===== src/rtl/p2_sprite_renderer.sv =====
// Player-2 sprite reader: box test, bitmap ROM addressing, pixel select and animation sequencer.
// Optional build macro BBOX_DEBUG_EN adds a perimeter overlay and a dbg_state output.
module p2_sprite_renderer #(
  parameter int SCALE_LOG2 = 1,
  parameter int FRAME_DIV  = 6
) (
  input  logic        clk,
  input  logic        rst,
  input  logic [9:0]  pixel_x,
  input  logic [9:0]  pixel_y,
  input  logic        video_on,
  input  logic        frame_start,
  input  logic [9:0]  sprite_x,
  input  logic [9:0]  sprite_y,
  input  logic [2:0]  action_req,
  input  logic        facing_req,
  output logic [9:0]  rom_addr,
  input  logic [15:0] rom_bitmap,
  output logic        sprite_pixel,
  output logic        anim_done,
  output logic        busy
`ifdef BBOX_DEBUG_EN
  ,
  output logic        dbg_state
`endif
);

  localparam logic [10:0] BOX_SIZE = 11'(32'd16 << SCALE_LOG2);
  localparam logic [5:0]  DIV_LAST = 6'(FRAME_DIV - 1);

  typedef enum logic [0:0] {
    ST_LOOP    = 1'b0,
    ST_ONESHOT = 1'b1
  } state_t;

  // Codes 5-7 are not real actions and fall back to "stay".
  function automatic logic [2:0] sanitize_action(input logic [2:0] a);
    logic [2:0] r;
    case (a)
      3'd0, 3'd1, 3'd2, 3'd3, 3'd4: r = a;
      default:                      r = 3'd0;
    endcase
    return r;
  endfunction

  function automatic logic is_oneshot(input logic [2:0] a);
    return (a == 3'd3) || (a == 3'd4);
  endfunction

  state_t      state_r, state_nx_s;
  logic [1:0]  frame_r, frame_nx_s;
  logic [5:0]  div_r, div_nx_s;
  logic [2:0]  act_r, act_nx_s, req_act_s;
  logic        face_r, face_nx_s;
  logic        busy_nx_s, done_nx_s;

  logic [10:0] dx_s, dy_s;
  logic        in_box_s;
  logic [3:0]  col_s, row_s, bitidx_s;
  logic        in_box_d1_r, in_box_d2_r;
  logic [3:0]  col_d1_r, col_d2_r;
  logic        pix_nx_s;

`ifdef BBOX_DEBUG_EN
  logic        perim_s, perim_d1_r, perim_d2_r;
  assign dbg_state = (state_r == ST_ONESHOT);
`endif

  assign req_act_s = sanitize_action(action_req);

  // Animation sequencer next-state: only frame_start moves it.
  always_comb begin
    state_nx_s = state_r;
    frame_nx_s = frame_r;
    div_nx_s   = div_r;
    act_nx_s   = act_r;
    face_nx_s  = face_r;
    busy_nx_s  = busy;
    done_nx_s  = 1'b0;
    if (frame_start) begin
      face_nx_s = facing_req;
      case (state_r)
        ST_LOOP: begin
          act_nx_s = req_act_s;
          if (is_oneshot(req_act_s)) begin
            state_nx_s = ST_ONESHOT;
            frame_nx_s = 2'd0;
            div_nx_s   = 6'd0;
            busy_nx_s  = 1'b1;
          end else if (req_act_s != act_r) begin
            frame_nx_s = 2'd0;
            div_nx_s   = 6'd0;
          end else if (div_r == DIV_LAST) begin
            div_nx_s   = 6'd0;
            frame_nx_s = frame_r + 2'd1;
          end else begin
            div_nx_s   = div_r + 6'd1;
          end
        end
        ST_ONESHOT: begin
          // action_req is ignored here until the last frame has been shown
          if (div_r == DIV_LAST) begin
            div_nx_s = 6'd0;
            if (frame_r == 2'd3) begin
              state_nx_s = ST_LOOP;
              frame_nx_s = 2'd0;
              busy_nx_s  = 1'b0;
              done_nx_s  = 1'b1;
              act_nx_s   = req_act_s;
            end else begin
              frame_nx_s = frame_r + 2'd1;
            end
          end else begin
            div_nx_s = div_r + 6'd1;
          end
        end
        default: begin
          state_nx_s = ST_LOOP;
          frame_nx_s = 2'd0;
          div_nx_s   = 6'd0;
          busy_nx_s  = 1'b0;
        end
      endcase
    end else begin
      done_nx_s = 1'b0;
    end
  end

  // Animation sequencer registers.
  always_ff @(posedge clk) begin
    if (rst) begin
      state_r   <= ST_LOOP;
      frame_r   <= 2'd0;
      div_r     <= 6'd0;
      act_r     <= 3'd0;
      face_r    <= 1'b0;
      busy      <= 1'b0;
      anim_done <= 1'b0;
    end else begin
      state_r   <= state_nx_s;
      frame_r   <= frame_nx_s;
      div_r     <= div_nx_s;
      act_r     <= act_nx_s;
      face_r    <= face_nx_s;
      busy      <= busy_nx_s;
      anim_done <= done_nx_s;
    end
  end

  // Negative offsets set bit 10, so they can never pass the size compare.
  assign dx_s     = {1'b0, pixel_x} - {1'b0, sprite_x};
  assign dy_s     = {1'b0, pixel_y} - {1'b0, sprite_y};
  assign in_box_s = video_on && !dx_s[10] && !dy_s[10] && (dx_s < BOX_SIZE) && (dy_s < BOX_SIZE);
  assign col_s    = 4'(dx_s >> SCALE_LOG2);
  assign row_s    = 4'(dy_s >> SCALE_LOG2);
  assign bitidx_s = face_r ? col_d2_r : (4'd15 - col_d2_r);

`ifdef BBOX_DEBUG_EN
  assign perim_s  = in_box_s && ((row_s == 4'd0) || (row_s == 4'd15) || (col_s == 4'd0) || (col_s == 4'd15));
  assign pix_nx_s = in_box_d2_r && (!rom_bitmap[bitidx_s] || perim_d2_r);
`else
  assign pix_nx_s = in_box_d2_r && !rom_bitmap[bitidx_s];
`endif

  // Pixel pipeline aligned to the ROM's one-cycle registered read.
  always_ff @(posedge clk) begin
    if (rst) begin
      rom_addr     <= 10'd0;
      in_box_d1_r  <= 1'b0;
      in_box_d2_r  <= 1'b0;
      col_d1_r     <= 4'd0;
      col_d2_r     <= 4'd0;
      sprite_pixel <= 1'b0;
`ifdef BBOX_DEBUG_EN
      perim_d1_r   <= 1'b0;
      perim_d2_r   <= 1'b0;
`endif
    end else begin
      if (in_box_s) begin
        rom_addr <= {row_s, act_r, 1'b0, frame_r};
      end
      in_box_d1_r  <= in_box_s;
      in_box_d2_r  <= in_box_d1_r;
      col_d1_r     <= col_s;
      col_d2_r     <= col_d1_r;
      sprite_pixel <= pix_nx_s;
`ifdef BBOX_DEBUG_EN
      perim_d1_r   <= perim_s;
      perim_d2_r   <= perim_d1_r;
`endif
    end
  end

endmodule


===== config.mk =====
export PLATFORM = sky130hd
export DESIGN_NAME = p2_sprite_renderer
export DESIGN_NICKNAME = d
export VERILOG_FILES = /design/src/rtl/p2_sprite_renderer.sv
export SDC_FILE = /design/constraint.sdc
export NUM_CORES = 1
export LEC_CHECK = 0
export CAP_MARGIN = 20
export CORE_ASPECT_RATIO = 2
export CORE_MARGIN = 2
export CORE_UTILIZATION = 49
export DETAILED_ROUTE_END_ITERATION = 16
export GPL_TIMING_DRIVEN = 0
export PLACE_DENSITY = 0.87
export SKIP_CTS_REPAIR_TIMING = 1
export SLEW_MARGIN = 20
export SYNTH_ARGS = -nofsm -noshare
export SYNTH_HDL_FRONTEND = slang
export SYNTH_SLANG_ARGS = --single-unit

===== constraint.sdc =====
create_clock -name clk -period 3.31 [get_ports clk]
set_input_delay 0.331 -clock clk [delete_from_list [all_inputs] [get_ports clk]]
set_output_delay 0.331 -clock clk [all_outputs]
set_load 0.03 [all_outputs]

### Yosys cells after proc, flatten, opt, wreduce, memory -nomap -nowiden

Cells that the tools add are included.

| word-level totals | value |
|---|---|
| flip-flop bits (word level) | 35 |
| bits of input ports | 64 |

| operators by class | value |
|---|---|
| add/sub/neg operators | 5 |
| magnitude comparators | 3 |
| equal/unequal tests | 13 |
| multiplexer cells | 26 |
| bitwise operators | 3 |
| reduce and logical (&&, ||, !) cells | 15 |

Operators with widths:

| cell | number |
|---|---|
| $lt A11 B6 Y1 const B | 2 |
| $sub A10 B10 Y11 | 2 |
| $mux W6 | 3 |
| $pmux W6 S2 | 1 |
| $mux W2 | 5 |
| $eq A3 B2 Y1 const B | 3 |
| $mux W3 | 3 |
| $mux W1 | 8 |
| $add A6 B1 Y6 const B | 1 |
| $eq A3 B3 Y1 const B | 2 |
| $eq A6 B3 Y1 const B | 1 |
| $pmux W3 S2 | 1 |
| $reduce_and A3 Y1 | 2 |
| $logic_and A1 B1 Y1 | 5 |
| $lt A4 B5 Y1 const B | 1 |
| $reduce_or A5 Y1 | 1 |
| $bmux W1 S4 | 1 |
| $mux W4 | 1 |
| $ne A2 B1 Y1 const B | 2 |
| $ne A4 B4 Y1 const B | 1 |
| $pmux W1 S2 | 2 |
| $pmux W2 S2 | 1 |
| $reduce_and A4 Y1 | 1 |
| $reduce_or A4 Y1 | 1 |
| 10 further kinds | 14 |

### Longest topological paths before layout

| depth | value |
|---|---|
| word-level depth | 7 |
| depth in mapped cells | 11 |
| mapped depth without buffers | 9 |

### Least setup slack after synthesis

OpenSTA, ideal clock, no wires.

| path | value |
|---|---|
| path kind | input to register |
| start point | in pixel_y[0] |
| end point | reg rom_addr[8] |
| arrival time | 2462 ps |
| data required time | 3189 ps |
| path slack | 727 ps |
| stages on the path | 10 |
| cells stage by stage | nand2b_1 fa_1 a21o_2 a31o_1 nand3_1 nand4_1 nor4b_4 and4_4 buf_12 mux2_4 |

| on the way | value |
|---|---|
| longest elaborated chain between the ends | 5 |

RTL lines:

| item | line | source |
|---|---|---|
| from (decl) | 10 | `input logic [9:0] pixel_y,` |
| $sub A10 B10 Y11 (*) | 152 | `assign dy_s = {1'b0, pixel_y} - {1'b0, sprite_y};` |
| parallel branches: the longest is 4 deep, another holds $lt A11 B6 Y1 | - |  |
| to (signal assigned) | 180 | `rom_addr <= {row_s, act_r, 1'b0, frame_r};` |
| to (decl) | 17 | `output logic [9:0] rom_addr,` |

Mark *: on every way between the ends.
A chain may end at the register's enable or synchronous reset.

### Worst setup path in the final report

| path | value |
|---|---|
| start point | in sprite_y[7] |
| end point | reg rom_addr[8] |

| on the way | value |
|---|---|
| longest elaborated chain between the ends | 5 |

RTL lines:

| item | line | source |
|---|---|---|
| from (decl) | 14 | `input logic [9:0] sprite_y,` |
| $sub A10 B10 Y11 (*) | 152 |  |
| parallel branches: the longest is 3 deep, another holds $lt A11 B6 Y1 | - |  |
| $logic_and A1 B1 Y1 (*) | 153 | `assign in_box_s = video_on && !dx_s[10] && !dy_s[10] && (dx_s < BOX_SIZE) && (dy_s < BOX_SIZE);` |

Marked as above.

==> implementation parameters <==
Parameter                              Value

Synthesis
  Yosys cell types    62
  Portion of synthesized cell area occupied by the leading cell type    25.10%
  Top cells by count, synth    35 x sky130_fd_sc_hd__dfxtp_1, 34 x sky130_fd_sc_hd__nand2_1, 33 x sky130_fd_sc_hd__inv_1, 23 x sky130_fd_sc_hd__nor2_1, 21 x sky130_fd_sc_hd__ha_1
  Portion of the post-synthesis area used by sequential elements    25.10%
  Per-instance average area after synthesis    8.091 µm²
  Count of flip-flops with a built-in enable after synthesis    0
  Most frequent cell after synthesis    sky130_fd_sc_hd__dfxtp_1
  Main area contributors after synthesis    sky130_fd_sc_hd__dfxtp_1 25%, sky130_fd_sc_hd__ha_1 9.4%, sky130_fd_sc_hd__mux2i_1 7.2%
  Synth Net Count    432
  Most used DFF post-synth    sky130_fd_sc_hd__dfxtp_1
  Number of flip-flops and latches in the synthesized netlist    35
  Largest area contributor in the netlist    sky130_fd_sc_hd__dfxtp_1
  Proportion of synthesized flip-flops having asynchronous set or reset    0%
  Number of instances in the synthesized netlist    345
  Yosys Warn Count    0
  Post-synthesis instance area    2791 µm²

Final layout
  Synthesis-to-finish area growth    33.44%
  Antenna diode count    0
  Final-layout fill cell count    452
  Final-stage net count    513
  Layout cell share with drive strength beyond 1    6.792%

Detailed routing
  Detailed-route wire length per cell    14.39 µm
  Avg Vias per Cell    5.825
  Detail Route Antenna Nets    0
  Iteration-0 DRC Markers    129
  Via count    2837
  First-pass detailed-route iteration total    4
  Drt total wl    7006 µm
  Remaining routing DRC violations    0

Critical path
  CP Launch Type    primary input
  Family of cells with the greatest summed delay on the critical path    simple AND/OR/NAND/NOR gates
  WP buf/inv    3
  Startpoint of the lowest-slack register-to-register path    col_d2_r[1]
  Maximum fanout along the worst path    9
  CP Data Required Time    3480 ps
  Worst Path Class, Setup    in2reg
  Worst-path cell chain    clkdlybuf4s50_1 > inv_1 > ha_1 > a2bb2oi_1 > a21oi_1 > a2111oi_0 > nand4_1 > nor4b_4 > and4_4 > buf_12 > mux2_4
  Slack of the worst reg-to-reg path    990 ps
  Delay of the slowest cell on the worst path    470 ps
  R2r endpoint    sprite_pixel
  Crit. End Element    flip-flop
  CP max stage cell    sky130_fd_sc_hd__a2111oi_0
  Start point of the critical path    sprite_y[7]
  Worst reg2reg path depth    9
  Arrival time at the worst endpoint    3130 ps

Power
  Max IR drop VDD    406.0 µV
  Power density over the cells    329.4 nW/µm²
  Pleak    1.529 nW
  Total power    1.227 mW

Global route
  Vias in the first global route    2928
  GRT Util Overall    22.70%
  Final global-route overflow total    0
  Largest net degree at the start of global routing    12
  Wire length of the first global-routing pass    11950 µm
  Antenna violations before repair    0

Timing
  Post-Route Skew    8.883 ps
  Crit share post-route    89.35%
  Total Neg Setup Slack    0 ps
  Setup repair after global routing missed its margin    false
  Maximum clock frequency    338.1 MHz
  Min Clock Period, post-route    2957 ps
  Final hold vios    0
  Setup violation total in the final timing report    0
  Max-slew violations    0
  Slew at the pin with the worst max-slew slack    570.7 ps
  Headroom to the max-slew limit    61.95%

Placed design
  Port Buf Inserts    74
  Global placement routability congestion    0.8810
  Detailed placer's ending HPWL    5617 µm

CTS
  Buffers from clock root to sink, at most    2
  Clock tree from TritonCTS    done
  Master cell of the clock root buffer    sky130_fd_sc_hd__clkbuf_8
  Clk pin slew, worst setup/hold paths    70 ps
  Num CTS Buffers    5
  Clock latency of the later-clocked register in the worst-skew pair    290 ps
  Deepest level of the CTS H-tree    2
  CTS Sinks    35

Run status
  Run status    complete, no violations

Die
  Starting Density    51.05%
  Overall die width    57.37 µm
  Ports    77
  Number of cell rows    38
  Chip Height    110.7 µm
  Total core area    5468 µm²
  Total Die Area    6353 µm²

Hold path
  Startpoint of the tightest hold check path    rst
  Endpoint with the worst hold slack    sprite_pixel
  Worst min path class    in2reg
  Worst hold path stage count    2

Run
  Number of max-cap violations    0
-- registers in the layout (all words and copies together) (netlist names) --
signal	count
face_r	1
frame_r	2
div_r	6
sprite_pixel	1
rom_addr	9
anim_done	1
col_d2_r	4
in_box_d1_r	1
in_box_d2_r	1
state_r	1
act_r	3
busy	1
col_d1_r	4
-- worst register-to-register path, stage by stage, from the launching register on --
cell and delay (ps):
sky130_fd_sc_hd__dfxtp_1 310, sky130_fd_sc_hd__clkbuf_1 280, sky130_fd_sc_hd__clkbuf_1 500, sky130_fd_sc_hd__mux2i_1 260, sky130_fd_sc_hd__nor2_1 50, sky130_fd_sc_hd__a31oi_1 150
sky130_fd_sc_hd__a31oi_1 100, sky130_fd_sc_hd__a21oi_1 180, sky130_fd_sc_hd__a21oi_1 60, sky130_fd_sc_hd__a2111oi_0 330
-- layout make-up --
class | instances | area, µm² | share of cell area [%]
clock inverter | 2 | 35.03 | 0.9405
tap | 60 | 75.07 | 2.015
buffer | 16 | 102.6 | 2.754
sequential | 35 | 700.7 | 18.81
inverter | 33 | 123.9 | 3.326
timing repair buffer | 74 | 740.7 | 19.89
clock buffer | 6 | 82.58 | 2.217
multi-input combinational | 261 | 1864 | 50.05
-- power by group --
part	internal (mW)	switching, mW	total [mW]	leakage [nW]
sequential	0.436	0.00997	0.446	0.285
combinational	0.196	0.186	0.382	1.18
clock	0.244	0.155	0.399	0.0612
-- per-layer routing --
| metal | vias up | part of all wire [%] | GRT usage, % |
|---|---|---|---|
| li1 | 1388 | - | - |
| met2 | 101 | 58 | 45.53 |
| met1 | 1332 | 34 | 20.68 |
| met5 | - | 0 | 0 |
| met3 | 16 | 4.7 | 3.034 |
| met4 | 0 | 3.1 | 10.39 |
-- cells by family (layout without fill, tap and decap cells) --
logic type      count (synthesis)  count (layout)  synth area share (%)
simple gates                  126             126                 24.16
compound gates                 79              79                 20.31
buf+inv                        49             131                 8.113
flops                          35              35                 25.10
fa+ha+maj                      23              23                 10.85
mux                            22              22                 8.202
xor+xnor                       10              10                 3.137
other cells                     1               1                0.1343
-- worst max path at each step --
| stage | to | cells after the start |
|---|---|---|
| after floorplan | rom_addr[8] | 10 |
| after global placement | rom_addr[8] | 11 |
| after detailed placement | rom_addr[8] | 11 |
| after CTS | rom_addr[8] | 11 |
| after global routing | rom_addr[8] | 11 |
| final | rom_addr[8] | 11 |
-- placed cells by master, fill, tap and decap left out, types with 3 or more instances in the layout --
cell,n
sky130_fd_sc_hd__a211oi_1,3
sky130_fd_sc_hd__a21o_1,7
sky130_fd_sc_hd__a21oi_1,14
sky130_fd_sc_hd__a22o_1,4
sky130_fd_sc_hd__a31oi_1,6
sky130_fd_sc_hd__buf_6,3
sky130_fd_sc_hd__clkbuf_1,11
sky130_fd_sc_hd__clkbuf_8,6
sky130_fd_sc_hd__clkdlybuf4s50_1,74
sky130_fd_sc_hd__dfxtp_1,35
sky130_fd_sc_hd__ha_1,21
sky130_fd_sc_hd__inv_1,33
sky130_fd_sc_hd__mux2i_1,20
sky130_fd_sc_hd__nand2_1,34
sky130_fd_sc_hd__nand2b_1,4
sky130_fd_sc_hd__nand3_1,8
sky130_fd_sc_hd__nand4_1,4
sky130_fd_sc_hd__nor2_1,23
sky130_fd_sc_hd__nor2b_1,15
sky130_fd_sc_hd__nor3_1,14
sky130_fd_sc_hd__nor3b_1,5
sky130_fd_sc_hd__o2111ai_1,4
sky130_fd_sc_hd__o21a_1,5
sky130_fd_sc_hd__o21ai_0,9
sky130_fd_sc_hd__o21ai_1,4
sky130_fd_sc_hd__xnor2_1,4
sky130_fd_sc_hd__xor2_1,6
-- through the flow --
stage,cell area [µm²],setup WS (ps),hold WS [ps],cells,utilization [%]
after floorplan,2791,726.7,399.7,345,-
after global placement,3607,175.9,405.5,479,65.97
after detailed placement,3607,100.3,408.1,479,65.97
after CTS,3725,387.1,263.9,487,68.12
after global routing,3725,296.5,274.2,487,68.12
final,3725,352.5,271.2,487,68.12
Power figures use the tool's default switching activity.
==> edit 1: new RTL, same flow settings <==
Set the parameter `FRAME_DIV` to 3 (it was 6).
--- a/src/rtl/p2_sprite_renderer.sv
+++ b/src/rtl/p2_sprite_renderer.sv
@@ -2,7 +2,7 @@
 // Optional build macro BBOX_DEBUG_EN adds a perimeter overlay and a dbg_state output.
 module p2_sprite_renderer #(
   parameter int SCALE_LOG2 = 1,
-  parameter int FRAME_DIV  = 6
+  parameter int FRAME_DIV  = 3
 ) (
   input  logic        clk,
   input  logic        rst,
Behaviour: not the same (Yosys sat finds a counterexample within 10 cycles, from zero or initial values and one cycle with rst high).
==> edit 1 against the unedited design <==
Design area fell by 0.64%; sequential cell count did not move; worst hold slack improved by 160 ps; global-route usage rose by 0.23 points; clock skew fell by 1.4 ps; wire length fell by 0.43%; power rose by 5.8%; worst setup slack improved by 110 ps; synthesized cell count rose by 2.0%; synthesized area fell by 1.2%; critical path type unchanged.
==> edit 1: results (changes against the unedited design) <==
| Metric | Value |
|---|---|
| Result of the run | completed (unchanged) |
| Maximum cell stage delay along the critical path | 450 ps (was 470 ps) |
| Total global routing track utilization | 22.9% (was 22.7%) |
| FF-to-FF setup slack | 1250 ps (was 990 ps) |
| Routed vias/inst | 5.91 (was 5.83) |
| Static power due to leakage | 0.00153 uW (about the same) |
| Filler cell count in the final layout | 470 (was 452) |
| Syn_nets | 439 (was 432) |
| Crit share post-route | 85.9% (was 89.4%) |
| Transition time at the pin with the least slew margin | 556 ps (was 571 ps) |
| Endpoint arrival time on the critical path | 3030 ps (was 3130 ps) |
| Number of DRC violations after detailed-routing iteration 0 | 133 (was 129) |
| Routability cong. | 0.907 (was 0.881) |
| Leading cell types by count after synthesis | 37 x nand2_1, 35 x dfxtp_1, 32 x inv_1, 22 x nor2_1 (was 35 x dfxtp_1, 34 x nand2_1, 33 x inv_1, 23 x nor2_1, 21 x ha_1) |
| Largest net degree at the start of global routing | 13 (was 12) |
| Estimated wirelength of the detail-placed design | 5570 um (was 5620 um) |
| Worst supply voltage drop on vdd | 380 uV (was 406 uV) |
| Adder-cell share of the synthesized area | 11.0% (was 10.8%) |
| Most area-consuming cells after synthesis | dfxtp_1 25%, ha_1 9.5%, mux2i_1 7.6% (was dfxtp_1 25%, ha_1 9.4%, mux2i_1 7.2%) |
| Xor-xnor portion of the synthesized cell area | 4.44% (was 3.14%) |
| Post-Place Setup Slack | 193 ps (was 100 ps) |
| Clock skew | 7.50 ps (was 8.88 ps) |
| Share of final-layout standard cells stronger than drive strength 1 | 4.85% (was 6.79%) |
| Number of warnings printed during yosys synthesis | 0 (unchanged) |
| Placed inst area | 3560 sq um (was 3610 sq um) |
| Number of global-route vias before repair | 2920 (was 2928) |
| Critical path startpoint | sprite_y[2] (was sprite_y[7]) |
| Class of the tightest hold or removal check | reg -> reg (was in -> reg) |
| Fin nets | 519 (was 513) |
| Wire length per cell after detailed routing | 14.2 um (was 14.4 um) |
| Top Family by Delay on Critical Path | compound AO/OA/AOI/OAI gates (was simple AND/OR/NAND/NOR gates) |
| Compound-cell area share of the yosys netlist | 20.4% (was 20.3%) |
| Critical-path cell with the highest stage delay | clkdlybuf4s50_1 (was a2111oi_0) |
| Count of TritonRoute iterations in the first routing pass | 5 (was 4) |
| Hold slack final | 432 ps (was 271 ps) |
| Number of distinct library cells after synthesis | 58 (was 62) |
==> edit 1: changes by cell type after synthesis, moves of 4 or more <==
cell / before / now
a21oi_1: 14 / 21
nor3_1: 14 / 7
o2111ai_1: 4 / 0
o21a_1: 5 / 1
==> edit 1: routing by layer <==
metal	share of wire, %	GRT usage [%]
met1	33	19.9
met2	57	46.4
met3	5.4	3.85
met4	4.8	14.0
met5	0	0
==> edit 1: area by class of cell <==
type	count	share of cell area, %
Multi-Input combinational cell	266	50.0
Timing Repair Buffer	73	19.7
Sequential cell	35	18.9
Inverter	33	3.35
Buffer	18	2.23
Tap cell	60	2.03
Clock buffer	5	1.86
Clock inverter	3	1.83
==> edit 1: worst reg2reg max path, delay by kind of cell, from the launching register on <==
family	cells	cell delay, ps
AO/OA/AOI/OAI	5	870
buffers and inverters	2	780
flip-flops	1	310
==> edit 1: power breakdown <==
part | internal, uW | switching [uW] | leakage [uW]
sequential | 436 | 10.5 | 0.000285
combinational | 192 | 196 | 0.00118
clock | 300 | 163 | 0.0000644
total | 929 | 370 | 0.00153
==> edit 1: kinds of logic after synthesis <==
group	after synthesis
mux	23
fa+ha+maj	23
buf+inv	51
other cells	1
xor+xnor	14
compound gates	83
flops	35
simple gates	122
==> edit 1: worst min path at each step <==
stage	endpoint	startpoint	depth (start not counted)
floorplan	col_d2_r[0]	col_d1_r[0]	1
global placement	col_d2_r[0]	col_d1_r[0]	1
detailed placement	col_d2_r[3]	col_d1_r[3]	1
CTS	col_d2_r[3]	col_d1_r[3]	1
global route	col_d2_r[3]	col_d1_r[3]	1
finish	col_d2_r[3]	col_d1_r[3]	1
==> edit 1: metrics by stage <==
stage               power [uW]  std cells
floorplan                  700        352
global placement           824        485
detailed placement         838        485
CTS                       1300        493
global route              1360        493
finish                    1300        493
==> edit 2: new RTL, same flow settings <==
Without the edit above. The output `anim_done` loses its register stage (`anim_done` becomes a continuous assignment).
--- a/src/rtl/p2_sprite_renderer.sv
+++ b/src/rtl/p2_sprite_renderer.sv
@@ -135,7 +135,6 @@
       act_r     <= 3'd0;
       face_r    <= 1'b0;
       busy      <= 1'b0;
-      anim_done <= 1'b0;
     end else begin
       state_r   <= state_nx_s;
       frame_r   <= frame_nx_s;
@@ -143,9 +142,10 @@
       act_r     <= act_nx_s;
       face_r    <= face_nx_s;
       busy      <= busy_nx_s;
-      anim_done <= done_nx_s;
     end
   end
+
+  assign anim_done = done_nx_s;
 
   // Negative offsets set bit 10, so they can never pass the size compare.
   assign dx_s     = {1'b0, pixel_x} - {1'b0, sprite_x};
Check against the original RTL: no difference found for any inputs over 10 cycles, from zero or initial values and one cycle with rst high; that may be too few to reach the edited logic, so the function may still have changed.
==> edit 2 against the unedited design <==
Design area rose by 1.9%; via count increased by 2.0%; worst setup slack improved by 63 ps; critical path depth did not move; synthesized area up 1.2%; synthesized cell count increased by 5.5%; power grew 11%; non-clock buffer count down 4; wire length shrank 0.13%; sequential cell count down 1; critical path type unchanged.
==> edit 2: results (changes against the unedited design) <==
| Metric | Value |
|---|---|
| Critical R2R Capture | sprite_pixel (unchanged) |
| Leading cell types by count after synthesis | 34 x dfxtp_1, 34 x nor2_1, 32 x nand2_1, 31 x inv_1, 29 x a21oi_1 (was 35 x dfxtp_1, 34 x nand2_1, 33 x inv_1, 23 x nor2_1, 21 x ha_1) |
| Static power due to leakage | 0.00161 uW (was 0.00153 uW) |
| Number of distinct library cells after synthesis | 58 (was 62) |
| Hold Path End | col_d2_r[3] (was sprite_pixel) |
| Total global routing track utilization | 22.0% (was 22.7%) |
| Most area-consuming cells after synthesis | dfxtp_1 24%, ha_1 9.3%, mux2i_1 8.9% (was dfxtp_1 25%, ha_1 9.4%, mux2i_1 7.2%) |
| Xor-xnor portion of the synthesized cell area | 3.10% (was 3.14%) |
| Post-synthesis async set-or-reset flop share | 0% (unchanged) |
| Synth Flop Type | dfxtp_1 (unchanged) |
| Number of diodes | 0 (unchanged) |
| Proportion of synthesized area in mux cells | 10.2% (was 8.20%) |
| Routability cong. | 0.913 (was 0.881) |
| Cell at the root of the clock tree | clkbuf_16 (was clkbuf_8) |
| Fin nets | 531 (was 513) |
| Number of warnings printed during yosys synthesis | 0 (unchanged) |
| Critical path startpoint | pixel_x[1] (was sprite_y[7]) |
| Worst supply voltage drop on vdd | 428 uV (was 406 uV) |
| Port Buf Inserts | 73 (was 74) |
| Compound-cell area share of the yosys netlist | 21.8% (was 20.3%) |
| Largest net degree at the start of global routing | 12 (unchanged) |
| Share of synthesized area occupied by flip-flops and latches | 24.1% (was 25.1%) |
| Global-route wire length before repair | 11600 um (was 12000 um) |
| Number of global-route vias before repair | 2907 (was 2928) |
| Count of H-tree levels built during CTS | 2 (unchanged) |
| Placed inst area | 3630 sq um (was 3610 sq um) |
| Filler cell count in the final layout | 468 (was 452) |
| Result of the run | completed (unchanged) |
| Syn_nets | 451 (was 432) |
| Count of TritonRoute iterations in the first routing pass | 5 (was 4) |
| Via count | 2895 (was 2837) |
| Setup crit end | rom_addr[8] (unchanged) |
| Endpoint arrival time on the critical path | 3060 ps (was 3130 ps) |
| Wire length per cell after detailed routing | 13.8 um (was 14.4 um) |
| Adder-cell share of the synthesized area | 10.7% (was 10.8%) |
| Clock skew | 3.73 ps (was 8.88 ps) |
| Hold slack final | 417 ps (was 271 ps) |
| Largest regs | rom_addr: 9 flops, div_r: 6 flops (unchanged) |
| Estimated wirelength of the detail-placed design | 5630 um (was 5620 um) |
| Transition time at the pin with the least slew margin | 745 ps (was 571 ps) |
| FF-to-FF setup slack | 1040 ps (was 990 ps) |
| Num CTS Buffers | 5 (unchanged) |
| Worst-Skew Late Latency | 280 ps |
| Share of final-layout standard cells stronger than drive strength 1 | 4.94% (was 6.79%) |
| Number of DRC violations after detailed-routing iteration 0 | 169 (was 129) |
| Clock edge transition at the registers on the reported setup and hold paths | 50 ps (was 70 ps) |
| FF-to-FF path depth | 8 (was 9) |
edit 2: report_power, final:
group | internal (uW) | switching (uW)
clock network | 352 | 166
logic | 203 | 209
registers | 427 | 11.7
total | 981 | 387
edit 2: per-stage QoR:
stage	std cells	total power, uW	utilization [%]	setup WS (ps)
final	506	1370	67.1	416
after floorplan	364	712	-	893
after CTS	506	1370	67.1	447
after detailed placement	498	852	64.2	157
after global routing	506	1430	67.1	261
after global placement	498	838	64.2	236
edit 2: logic make-up after synthesis:
family                     Yosys count
muxes                               28
adders and majority gates           23
DFF                                 34
AOI/OAI and AO/OA                   92
xor gates and xnor gates            10
buffers and inverters               45
and+or+nand+nor                    131
other                                1
edit 2: cell type report:
class / instances / share of cell area (%)
clock buffers: 5 / 3.29
inverters: 32 / 3.16
flip-flops and latches: 34 / 17.9
repair buffers: 73 / 19.2
multi-input cells: 285 / 51.7
plain buffers: 13 / 1.58
clock inverters: 3 / 1.05
well taps: 61 / 2.01
edit 2: metal layers:
metal  wire (um)  track usage, %  part of all wire [%]
met2        3980            44.2                    57
met3         282            2.21                   4.0
met4         184            9.92                   2.6
met5           0               0                     0
met1        2550            20.8                    36
edit 2: worst max-delay path, cell delays in order:
cell and delay (ps):
clkdlybuf4s50_1 480, inv_1 70, fa_1 480, nor2b_4 150, o31a_1 180, nor4_1 70, a2111oi_2 430, and4b_1 280
nand4_1 120, buf_6 180, mux2_4 290
